[config.mk]
export PLATFORM = sky130hd
export DESIGN_NAME = apb_master_gen2_flat
export DESIGN_NICKNAME = d
export VERILOG_FILES = /design/src/rtl/apb_master_gen2_if.sv /design/src/rtl/apb_master_gen2.sv /design/src/flat_wrapper.sv
export SDC_FILE = /design/constraint.sdc
export NUM_CORES = 1
export LEC_CHECK = 0
export CAP_MARGIN = 25
export CORE_MARGIN = 5
export CORE_UTILIZATION = 40
export CTS_CLUSTER_DIAMETER = 60
export DETAILED_ROUTE_END_ITERATION = 7
export PLACE_DENSITY = 0.72
export SKIP_CTS_REPAIR_TIMING = 1
export SYNTH_ARGS = -nofsm -noshare
export SYNTH_HDL_FRONTEND = slang
export SYNTH_SLANG_ARGS = --single-unit
[constraint.sdc]
create_clock -name pclk -period 2.1 [get_ports pclk]
set_clock_uncertainty 0.05 [all_clocks]
set_input_delay 0.315 -clock pclk [delete_from_list [all_inputs] [get_ports pclk]]
set_output_delay 0.315 -clock pclk [all_outputs]
set_load 0.05 [all_outputs]
[src/rtl/apb_master_gen2_if.sv]
// Request/response and APB bus bundle for apb_master_gen2.
// master = the bridge side, slave = requester plus APB completer side.
interface apb_master_gen2_if #(
  parameter int ADDR_W = 8,
  parameter int DATA_W = 32
);
  logic              req_valid;
  logic              req_ready;
  logic [ADDR_W-1:0] req_addr;
  logic              req_write;
  logic [DATA_W-1:0] req_wdata;
  logic [DATA_W/8-1:0] req_strb;

  logic              rsp_valid;
  logic [DATA_W-1:0] rsp_rdata;
  logic              rsp_err;
  logic              rsp_timeout;

  logic              psel;
  logic              penable;
  logic [ADDR_W-1:0] paddr;
  logic              pwrite;
  logic [DATA_W-1:0] pwdata;
  logic [DATA_W/8-1:0] pstrb;
  logic [DATA_W-1:0] prdata;
  logic              pready;
  logic              pslverr;

  modport master (
    input  req_valid, req_addr, req_write,
    input  req_wdata, req_strb,
    output req_ready,
    output rsp_valid, rsp_rdata, rsp_err,
    output rsp_timeout,
    output psel, penable, paddr, pwrite,
    output pwdata, pstrb,
    input  prdata, pready, pslverr
  );

  modport slave (
    output req_valid, req_addr, req_write,
    output req_wdata, req_strb,
    input  req_ready,
    input  rsp_valid, rsp_rdata, rsp_err,
    input  rsp_timeout,
    input  psel, penable, paddr, pwrite,
    input  pwdata, pstrb,
    output prdata, pready, pslverr
  );
endinterface

[src/rtl/apb_master_gen2.sv]
// Single-request APB master with registered bus outputs
// and an optional ACCESS-phase wait timeout.
module apb_master_gen2 #(
  parameter int ADDR_W  = 8,
  parameter int DATA_W  = 32,
  parameter int TIMEOUT = 16
) (
  input logic pclk,
  input logic presetn,
  apb_master_gen2_if.master bus
);
  localparam int STRB_W = DATA_W / 8;
  localparam int CNT_W =
    (TIMEOUT > 0) ? $clog2(TIMEOUT + 1) : 1;
  localparam logic [CNT_W:0] LIMIT =
    (CNT_W+1)'(TIMEOUT);

  typedef enum logic [1:0] {
    IDLE   = 2'd0,
    SETUP  = 2'd1,
    ACCESS = 2'd2
  } state_t;

  state_t state, state_n;
  logic [CNT_W-1:0] cnt;
  logic [CNT_W:0] cnt_inc;
  logic accept, done, abort, expired;

  assign cnt_inc = {1'b0, cnt} + (CNT_W+1)'(1);
  // this ACCESS cycle would be the TIMEOUT-th without pready
  assign expired = (TIMEOUT != 0) && (cnt_inc >= LIMIT);
  assign bus.req_ready = (state == IDLE);

  always_ff @(posedge pclk or negedge presetn) begin
    if (!presetn) state <= IDLE;
    else          state <= state_n;
  end

  always_comb begin
    state_n = state;
    accept  = 1'b0;
    done    = 1'b0;
    abort   = 1'b0;
    unique case (state)
      IDLE: begin
        if (bus.req_valid) begin
          accept  = 1'b1;
          state_n = SETUP;
        end
      end
      SETUP: state_n = ACCESS;
      ACCESS: begin
        if (bus.pready) begin
          done    = 1'b1;
          state_n = IDLE;
        end else if (expired) begin
          abort   = 1'b1;
          state_n = IDLE;
        end
      end
      default: state_n = IDLE;
    endcase
  end

  always_ff @(posedge pclk or negedge presetn) begin
    if (!presetn) begin
      cnt <= '0;
    end else if (accept) begin
      cnt <= '0;
    end else if (state == ACCESS && !bus.pready
                 && cnt != '1) begin
      cnt <= cnt_inc[CNT_W-1:0];
    end
  end

  always_ff @(posedge pclk or negedge presetn) begin
    if (!presetn) begin
      bus.psel    <= 1'b0;
      bus.penable <= 1'b0;
      bus.paddr   <= {ADDR_W{1'b0}};
      bus.pwrite  <= 1'b0;
      bus.pwdata  <= {DATA_W{1'b0}};
      bus.pstrb   <= {STRB_W{1'b0}};
    end else begin
      bus.psel    <= (state_n == SETUP)
                  || (state_n == ACCESS);
      bus.penable <= (state_n == ACCESS);
      if (accept) begin
        bus.paddr  <= bus.req_addr;
        bus.pwrite <= bus.req_write;
        bus.pwdata <= bus.req_write
                    ? bus.req_wdata : {DATA_W{1'b0}};
        bus.pstrb  <= bus.req_write
                    ? bus.req_strb : {STRB_W{1'b0}};
      end
    end
  end

  always_ff @(posedge pclk or negedge presetn) begin
    if (!presetn) begin
      bus.rsp_valid   <= 1'b0;
      bus.rsp_rdata   <= {DATA_W{1'b0}};
      bus.rsp_err     <= 1'b0;
      bus.rsp_timeout <= 1'b0;
    end else begin
      bus.rsp_valid <= done | abort;
      if (done) begin
        bus.rsp_err     <= bus.pslverr;
        bus.rsp_timeout <= 1'b0;
        bus.rsp_rdata   <= (!bus.pwrite && !bus.pslverr)
                         ? bus.prdata : {DATA_W{1'b0}};
      end else if (abort) begin
        bus.rsp_err     <= 1'b1;
        bus.rsp_timeout <= 1'b1;
        bus.rsp_rdata   <= {DATA_W{1'b0}};
      end
    end
  end
endmodule

[src/flat_wrapper.sv]
// flat-port wrapper written by rule: the top's interface ports become plain ports
module apb_master_gen2_flat 
#(
  parameter int ADDR_W  = 8,
  parameter int DATA_W  = 32,
  parameter int TIMEOUT = 16
)
  (pclk, presetn, bus_req_valid, bus_req_addr, bus_req_write, bus_req_wdata, bus_req_strb, bus_req_ready, bus_rsp_valid, bus_rsp_rdata, bus_rsp_err, bus_rsp_timeout, bus_psel, bus_penable, bus_paddr, bus_pwrite, bus_pwdata, bus_pstrb, bus_prdata, bus_pready, bus_pslverr);
  apb_master_gen2_if #(.ADDR_W(ADDR_W), .DATA_W(DATA_W)) bus_i ();
  input logic pclk;
  input logic presetn;
  input wire logic [$bits(bus_i.req_valid)-1:0] bus_req_valid;
  input wire logic [$bits(bus_i.req_addr)-1:0] bus_req_addr;
  input wire logic [$bits(bus_i.req_write)-1:0] bus_req_write;
  input wire logic [$bits(bus_i.req_wdata)-1:0] bus_req_wdata;
  input wire logic [$bits(bus_i.req_strb)-1:0] bus_req_strb;
  output wire logic [$bits(bus_i.req_ready)-1:0] bus_req_ready;
  output wire logic [$bits(bus_i.rsp_valid)-1:0] bus_rsp_valid;
  output wire logic [$bits(bus_i.rsp_rdata)-1:0] bus_rsp_rdata;
  output wire logic [$bits(bus_i.rsp_err)-1:0] bus_rsp_err;
  output wire logic [$bits(bus_i.rsp_timeout)-1:0] bus_rsp_timeout;
  output wire logic [$bits(bus_i.psel)-1:0] bus_psel;
  output wire logic [$bits(bus_i.penable)-1:0] bus_penable;
  output wire logic [$bits(bus_i.paddr)-1:0] bus_paddr;
  output wire logic [$bits(bus_i.pwrite)-1:0] bus_pwrite;
  output wire logic [$bits(bus_i.pwdata)-1:0] bus_pwdata;
  output wire logic [$bits(bus_i.pstrb)-1:0] bus_pstrb;
  input wire logic [$bits(bus_i.prdata)-1:0] bus_prdata;
  input wire logic [$bits(bus_i.pready)-1:0] bus_pready;
  input wire logic [$bits(bus_i.pslverr)-1:0] bus_pslverr;
  assign bus_i.req_valid = bus_req_valid;
  assign bus_i.req_addr = bus_req_addr;
  assign bus_i.req_write = bus_req_write;
  assign bus_i.req_wdata = bus_req_wdata;
  assign bus_i.req_strb = bus_req_strb;
  assign bus_req_ready = bus_i.req_ready;
  assign bus_rsp_valid = bus_i.rsp_valid;
  assign bus_rsp_rdata = bus_i.rsp_rdata;
  assign bus_rsp_err = bus_i.rsp_err;
  assign bus_rsp_timeout = bus_i.rsp_timeout;
  assign bus_psel = bus_i.psel;
  assign bus_penable = bus_i.penable;
  assign bus_paddr = bus_i.paddr;
  assign bus_pwrite = bus_i.pwrite;
  assign bus_pwdata = bus_i.pwdata;
  assign bus_pstrb = bus_i.pstrb;
  assign bus_i.prdata = bus_prdata;
  assign bus_i.pready = bus_pready;
  assign bus_i.pslverr = bus_pslverr;
  apb_master_gen2 #(.ADDR_W(ADDR_W), .DATA_W(DATA_W), .TIMEOUT(TIMEOUT)) u_core (.pclk(pclk), .presetn(presetn), .bus(bus_i));
endmodule
[Word level (Yosys, flattened, before mapping)]
Index checks and enable logic that the tools add are counted.
Word-level totals
  input port bits: 82
  logic and storage cells: 51
  register bits: 89
  output and inout port bits: 83
Cells by class
  reduce and logical (&&, ||, !) cells: 10
  add/subtract/negate cells: 1
  equal/unequal tests: 5
  bitwise gates (word level): 1
  mux-type cells: 21
  magnitude comparators: 1
Operator list (count)
  2-to-1 mux 32 bit: 4
  2-to-1 mux 1 bit: 10
  2-to-1 mux 5 bit: 2
  adder 5 x 1 -> 6 bit, second input constant: 1
  >= comparator 6 x 5 -> 1 bit, second input constant: 1
  2-to-1 mux 2 bit: 3
  one-hot mux 2 bit (3 select lines): 1
  != test 5 bit, second input constant: 1
  equality test 2 x 1 -> 1 bit, second input constant: 2
  equality test 2 bit, second input constant: 2
  2-to-1 mux 4 bit: 1
  nonzero test 2 bit: 2
  logical AND 1 bit: 3
  zero test 1 bit: 3
  zero test 2 bit: 1
  logical OR 1 bit: 1
  bitwise OR 1 bit: 1

[Longest topological paths before layout]
  word-level depth: 7
  gate-level depth with buffers: 8
  mapped depth without buffers: 8

[Least setup slack after synthesis]
OpenSTA, ideal clock, no wires.
  path type: register -> register
  from: reg u_core.cnt[0]
  to: reg u_core.bus.rsp_rdata[0]
  slack: 0.287 ns
  data arrival time: 1.681 ns
  cell stages (with the launch flop): 8
  data required time: 1.967 ns
  path through: dfrtp_1 -> ha_1 -> and3_1 -> ha_1 -> nor2_1 -> o21ai_0 -> clkbuf_1 -> o21ai_0
Between the ends
  cells in the longest elaborated chain, start to end: 6
RTL lines
  from (decl): line apb_master_gen2.sv:25  | logic [CNT_W-1:0] cnt;
  from (signal assigned): line apb_master_gen2.sv:72  | cnt <= cnt_inc[CNT_W-1:0];
  adder 5 x 1 -> 6 bit: line apb_master_gen2.sv:29  | assign cnt_inc = {1'b0, cnt} + (CNT_W+1)'(1);
  >= comparator 6 x 5 -> 1 bit: line apb_master_gen2.sv:31  | assign expired = (TIMEOUT != 0) && (cnt_inc >= LIMIT);
  2-to-1 mux 1 bit: line apb_master_gen2.sv:56  | end else if (expired) begin
  2-to-1 mux 1 bit: line apb_master_gen2.sv:53  | if (bus.pready) begin
  2-to-1 mux 1 bit: line apb_master_gen2.sv:44  | unique case (state)
  nonzero test 2 bit (no line)
  to (signal assigned): line apb_master_gen2.sv:102  | bus.rsp_rdata <= {DATA_W{1'b0}};
  to (signal assigned): line apb_master_gen2.sv:110  | bus.rsp_rdata <= (!bus.pwrite && !bus.pslverr)
  to (signal assigned): line apb_master_gen2.sv:115  | bus.rsp_rdata <= {DATA_W{1'b0}};
  to (decl): line apb_master_gen2_if.sv:33  | output rsp_valid, rsp_rdata, rsp_err,
Every way passes these cells.
A chain may end at the register's enable or synchronous reset.

[Worst setup path after layout]
  from: reg u_core.cnt[0]
  to: reg u_core.bus.psel
Between the ends
  cells in the longest elaborated chain, start to end: 7
  elaborated cells on any way between the ends: 8
  those cells by class: 1 x add/sub; 1 x order compare; 2 x eq/ne; 3 x mux; 1 x reduce/logical
RTL lines
  adder 5 x 1 -> 6 bit (*): line apb_master_gen2.sv:29
  >= comparator 6 x 5 -> 1 bit (*): line apb_master_gen2.sv:31
  2-to-1 mux 2 bit (*): line apb_master_gen2.sv:56
  2-to-1 mux 2 bit (*): line apb_master_gen2.sv:53
  one-hot mux 2 bit (3 select lines) (*): line apb_master_gen2.sv:44
  via u_core.state_n[1]: line apb_master_gen2.sv:24  | state_t state, state_n;
  equality test 2 x 1 -> 1 bit / equality test 2 bit (equally long branches): line apb_master_gen2.sv:85, apb_master_gen2.sv:86
  logical OR 1 bit (*): line apb_master_gen2.sv:86  | || (state_n == ACCESS);
  to (signal assigned): line apb_master_gen2.sv:85  | bus.psel <= (state_n == SETUP)
  to (decl): line apb_master_gen2_if.sv:35  | output psel, penable, paddr, pwrite,
Mark *: on every way through the listed nets, which the timed path passes. The rest lies on a longest branch.

==> results.yml <==
status:
  status: "finished clean"
setup_path:
  slowest_delay_ns: 0.42
  arrival_ns: 2.22
  crit_top_cell: "ha_1"
  cpMaxStageDelayCell: "dfrtp_1"
  worstPathRequired_ns: 2.34
  r2r_end: "u_core.bus.psel"
  critPathMaxFanout: 3
  critical_path_class: "flip-flop to flip-flop"
  critPathLaunchType: "flip-flop"
  rrSetupSlack_ns: 0.13
  crit_chain: "ha_1 -> and3_1 -> ha_1 -> nor2_2 -> nand2_1 -> o22ai_1 -> ha_1 -> inv_1"
  r2r_start: "u_core.cnt[0]"
  endpoint_kind: "flip-flop"
  worstRegToRegCells: 8
synth:
  yosys.area.top_type: "dfrtp_1"
  syn-num-nets: 484
  synthesis.area_mm2: 0.00411
  yosysUniqueCellTypes: 27
  synth_seq_cells: 89
  synth_xor_area_frac: 0.00213
  ys_warn_count: 0
  yosysTopAreaCellShare: 0.542
  synthTopCellsByArea: "dfrtp_1, mux2i_1, o21ai_0"
  synth_top_family_by_area: "simple AND/OR/NAND/NOR gates"
  syn_inst: 399
  synth_mux_area_frac: 0.116
  yosysSeqAreaShare: 0.542
  synth_compound_area_frac: 0.0920
  synth-simple-area-share: 0.173
  syn_avg_cell_area_um2: 10.3
  synthAdderAreaFrac: 0.00914
sta:
  finalHoldViolCount: 0
  setup_tns_ns: 0
  setup_viol: 0
  period_needed_ns: 1.97
  worst_pin_slew_ns: 0.621
  max_clock_freq_mhz: 507
  whs_ns: 0.440
  slew_violations: 0
  fin_crit_sh: 0.939
  rsz0062_at_grt: "no"
  max-slew-margin-rel: 0.586
power:
  p_comb_frac: 0.599
  seqPwrFrac: 0.294
  p_switching_w: 0.00504
  swShare: 0.499
  clockPowerShare: 0.107
  ir_drop_mv: 1.06
  powerDensity_mw_per_mm2: 1640
  p_leak_nw: 2.76
  power.internal_w: 0.00506
min_path:
  hold_class: "flip-flop to flip-flop"
  whs_path_depth: 2
  hold_path.startpoint: "u_core.bus.pwdata[30]"
  hold_end: "u_core.bus.pwdata[30]"
global_routing:
  grt_pass1_wl_um: 18000
  grt_overflow_total: 0
  gr-usage-all-layers: 0.177
  antenna_found_initial: 0
  grt_pass1_vias: 3545
  grt_start_max_net_pins: 49
floorplanning:
  pin_count: 165
  start_util: 0.403
  die_w_um: 111
  row_count: 37
  dieArea_mm2: 0.0124
  fp.dieH_um: 111
  core_mm2: 0.0102
clock_network:
  clk_pin_slew_ns: 0.09
  cts_buffers: 9
  cts_buffer_depth: 2
  htree_num_levels: 3
  clkSinkCount: 89
  clockRootBuffer: "clkbuf_8"
  clk_latency_ns: 0.35
  cts_tree: "done"
routing:
  topRoutingLayerUsed: "met4"
  via_per_inst: 4.81
  routed-wl-met3_um: 1040
  drc_errors: 0
  met2_length_um: 4860
  vias: 3376
  wl_met1_um: 4880
  drt_iter0_markers: 104
  ant_nets: 0
  wl_per_cell_um: 15.5
  dr.pass1.iters: 4
  drt-total-wl_um: 10900
layout:
  drive_above_1_share: 0.0866
  nets: 646
  utilization: 0.604
  fillers: 894
  syn2layout_area_growth_pct: 49.7
  antennaDiodeCount: 0
  fin_area_mm2: 0.00615
placement:
  placedInstanceArea_mm2: 0.00595
  port_buffers: 164
  place_congestion: 0.805
  dpl.hpwl_um: 7890
job:
  cap_violations: 0
[state kept, by name (all words and copies together), names as in the netlist]
name                    count
u_core.bus.pwdata          32
u_core.bus.psel             1
u_core.bus.rsp_rdata       32
u_core.bus.pwrite           1
u_core.bus.pstrb            4
u_core.bus.rsp_valid        1
u_core.state                2
u_core.bus.rsp_timeout      1
u_core.bus.penable          1
u_core.cnt                  5
u_core.bus.rsp_err          1
u_core.bus.paddr            8
[through the flow]
stage               setup WS [ns]  power [W]  instances
finish                      0.128     0.0101        702
CTS                        0.0943     0.0102        701
detailed placement         0.0441    0.00908        685
floorplan                   0.287    0.00691        399
global route               0.0107     0.0107        702
global placement            0.127    0.00899        685
[cells in the mapped netlist]
cell type  count
dfrtp_1       89
nand2_1       77
o21ai_0       69
mux2i_1       36
inv_1         35
nor4bb_1      32
clkbuf_1      21
nor2_1         6
mux2_2         5
buf_2          4
mux2_4         4
ha_1           3
buf_4          2
buf_6          2
nor2b_1        2
and2_1         1
and3_1         1
nand3_1        1
nand3b_1       1
nor4b_4        1
o21a_1         1
o22a_1         1
o22ai_1        1
o311a_1        1
or2_2          1
or3b_4         1
xnor2_1        1
[critical path: cells and delay by family (launching register included)]
kind                       cells  cell delay [ns]
adders and majority gates      3             0.80
AOI/OAI and AO/OA              1             0.18
DFF                            1             0.42
and+or+nand+nor                3             0.42
buffers and inverters          1             0.05
[power groups by stage]
stage | Clock, W | Combinational (W) | Sequential, W
finish | 0.00108 | 0.00605 | 0.00296
CTS | 0.00113 | 0.00610 | 0.00297
floorplan | 0 | 0.00147 | 0.00544
detailed placement | 0 | 0.00609 | 0.00298
global route | 0.00120 | 0.00639 | 0.00307
global placement | 0 | 0.00603 | 0.00296
[layout by cell type, fill, tap and decap left out]
cell,n
or2_2,1
buf_4,14
dfrtp_1,89
clkinv_2,2
buf_12,4
nand3b_1,1
and2_1,1
clkinvlp_4,3
nor2_1,5
inv_1,35
nor2_2,1
mux2_4,4
and3_1,1
nor4bb_1,32
clkdlybuf4s50_1,161
nand3_1,1
nor2b_1,1
o21ai_0,68
or3b_4,1
nor4b_4,1
nand2_1,77
clkbuf_8,10
mux2_2,5
o22ai_1,1
nor2b_4,1
o22a_1,1
xnor2_1,1
o21a_1,1
mux2i_1,36
o21ai_4,1
ha_1,3
inv_6,1
dlygate4sd3_1,1
o311a_1,1
[kinds of logic after synthesis]
logic type	after synthesis
simple gates	124
buf+inv	64
mux	45
xor+xnor	1
fa+ha+maj	3
flops	89
compound gates	73
[area by class of cell]
type	count	area (um^2)	area share
Clock buffer	10	138	0.0224
Clock inverter	6	41.3	0.00672
Inverter	35	131	0.0214
Multi-Input combinational cell	246	1630	0.266
Sequential cell	89	2230	0.362
Tap cell	136	170	0.0277
Timing Repair Buffer	180	1810	0.294
[routing by layer]
metal | global-route usage | vias to the layer above
li1 | - | 1666
met1 | 0.224 | 1554
met2 | 0.278 | 145
met3 | 0.0726 | 11
met4 | 0.0535 | 0
met5 | 0 | -
[worst max-delay path by stage]
stage                   from                       end  slack [ns]  cells past startpoint
2_1_floorplan  u_core.cnt[0]   u_core.bus.rsp_rdata[0]        0.29                      7
3_3_place_gp   bus_req_valid     u_core.bus.pwdata[31]        0.13                      5
3_5_place_dp   bus_req_valid      u_core.bus.pwdata[7]        0.04                      4
4_1_cts        u_core.cnt[0]  u_core.bus.rsp_rdata[24]        0.09                      7
5_1_grt        u_core.cnt[0]   u_core.bus.rsp_rdata[3]        0.01                      7
6_report       u_core.cnt[0]           u_core.bus.psel        0.13                      8
No activity file was read; power rests on OpenSTA's default activity.
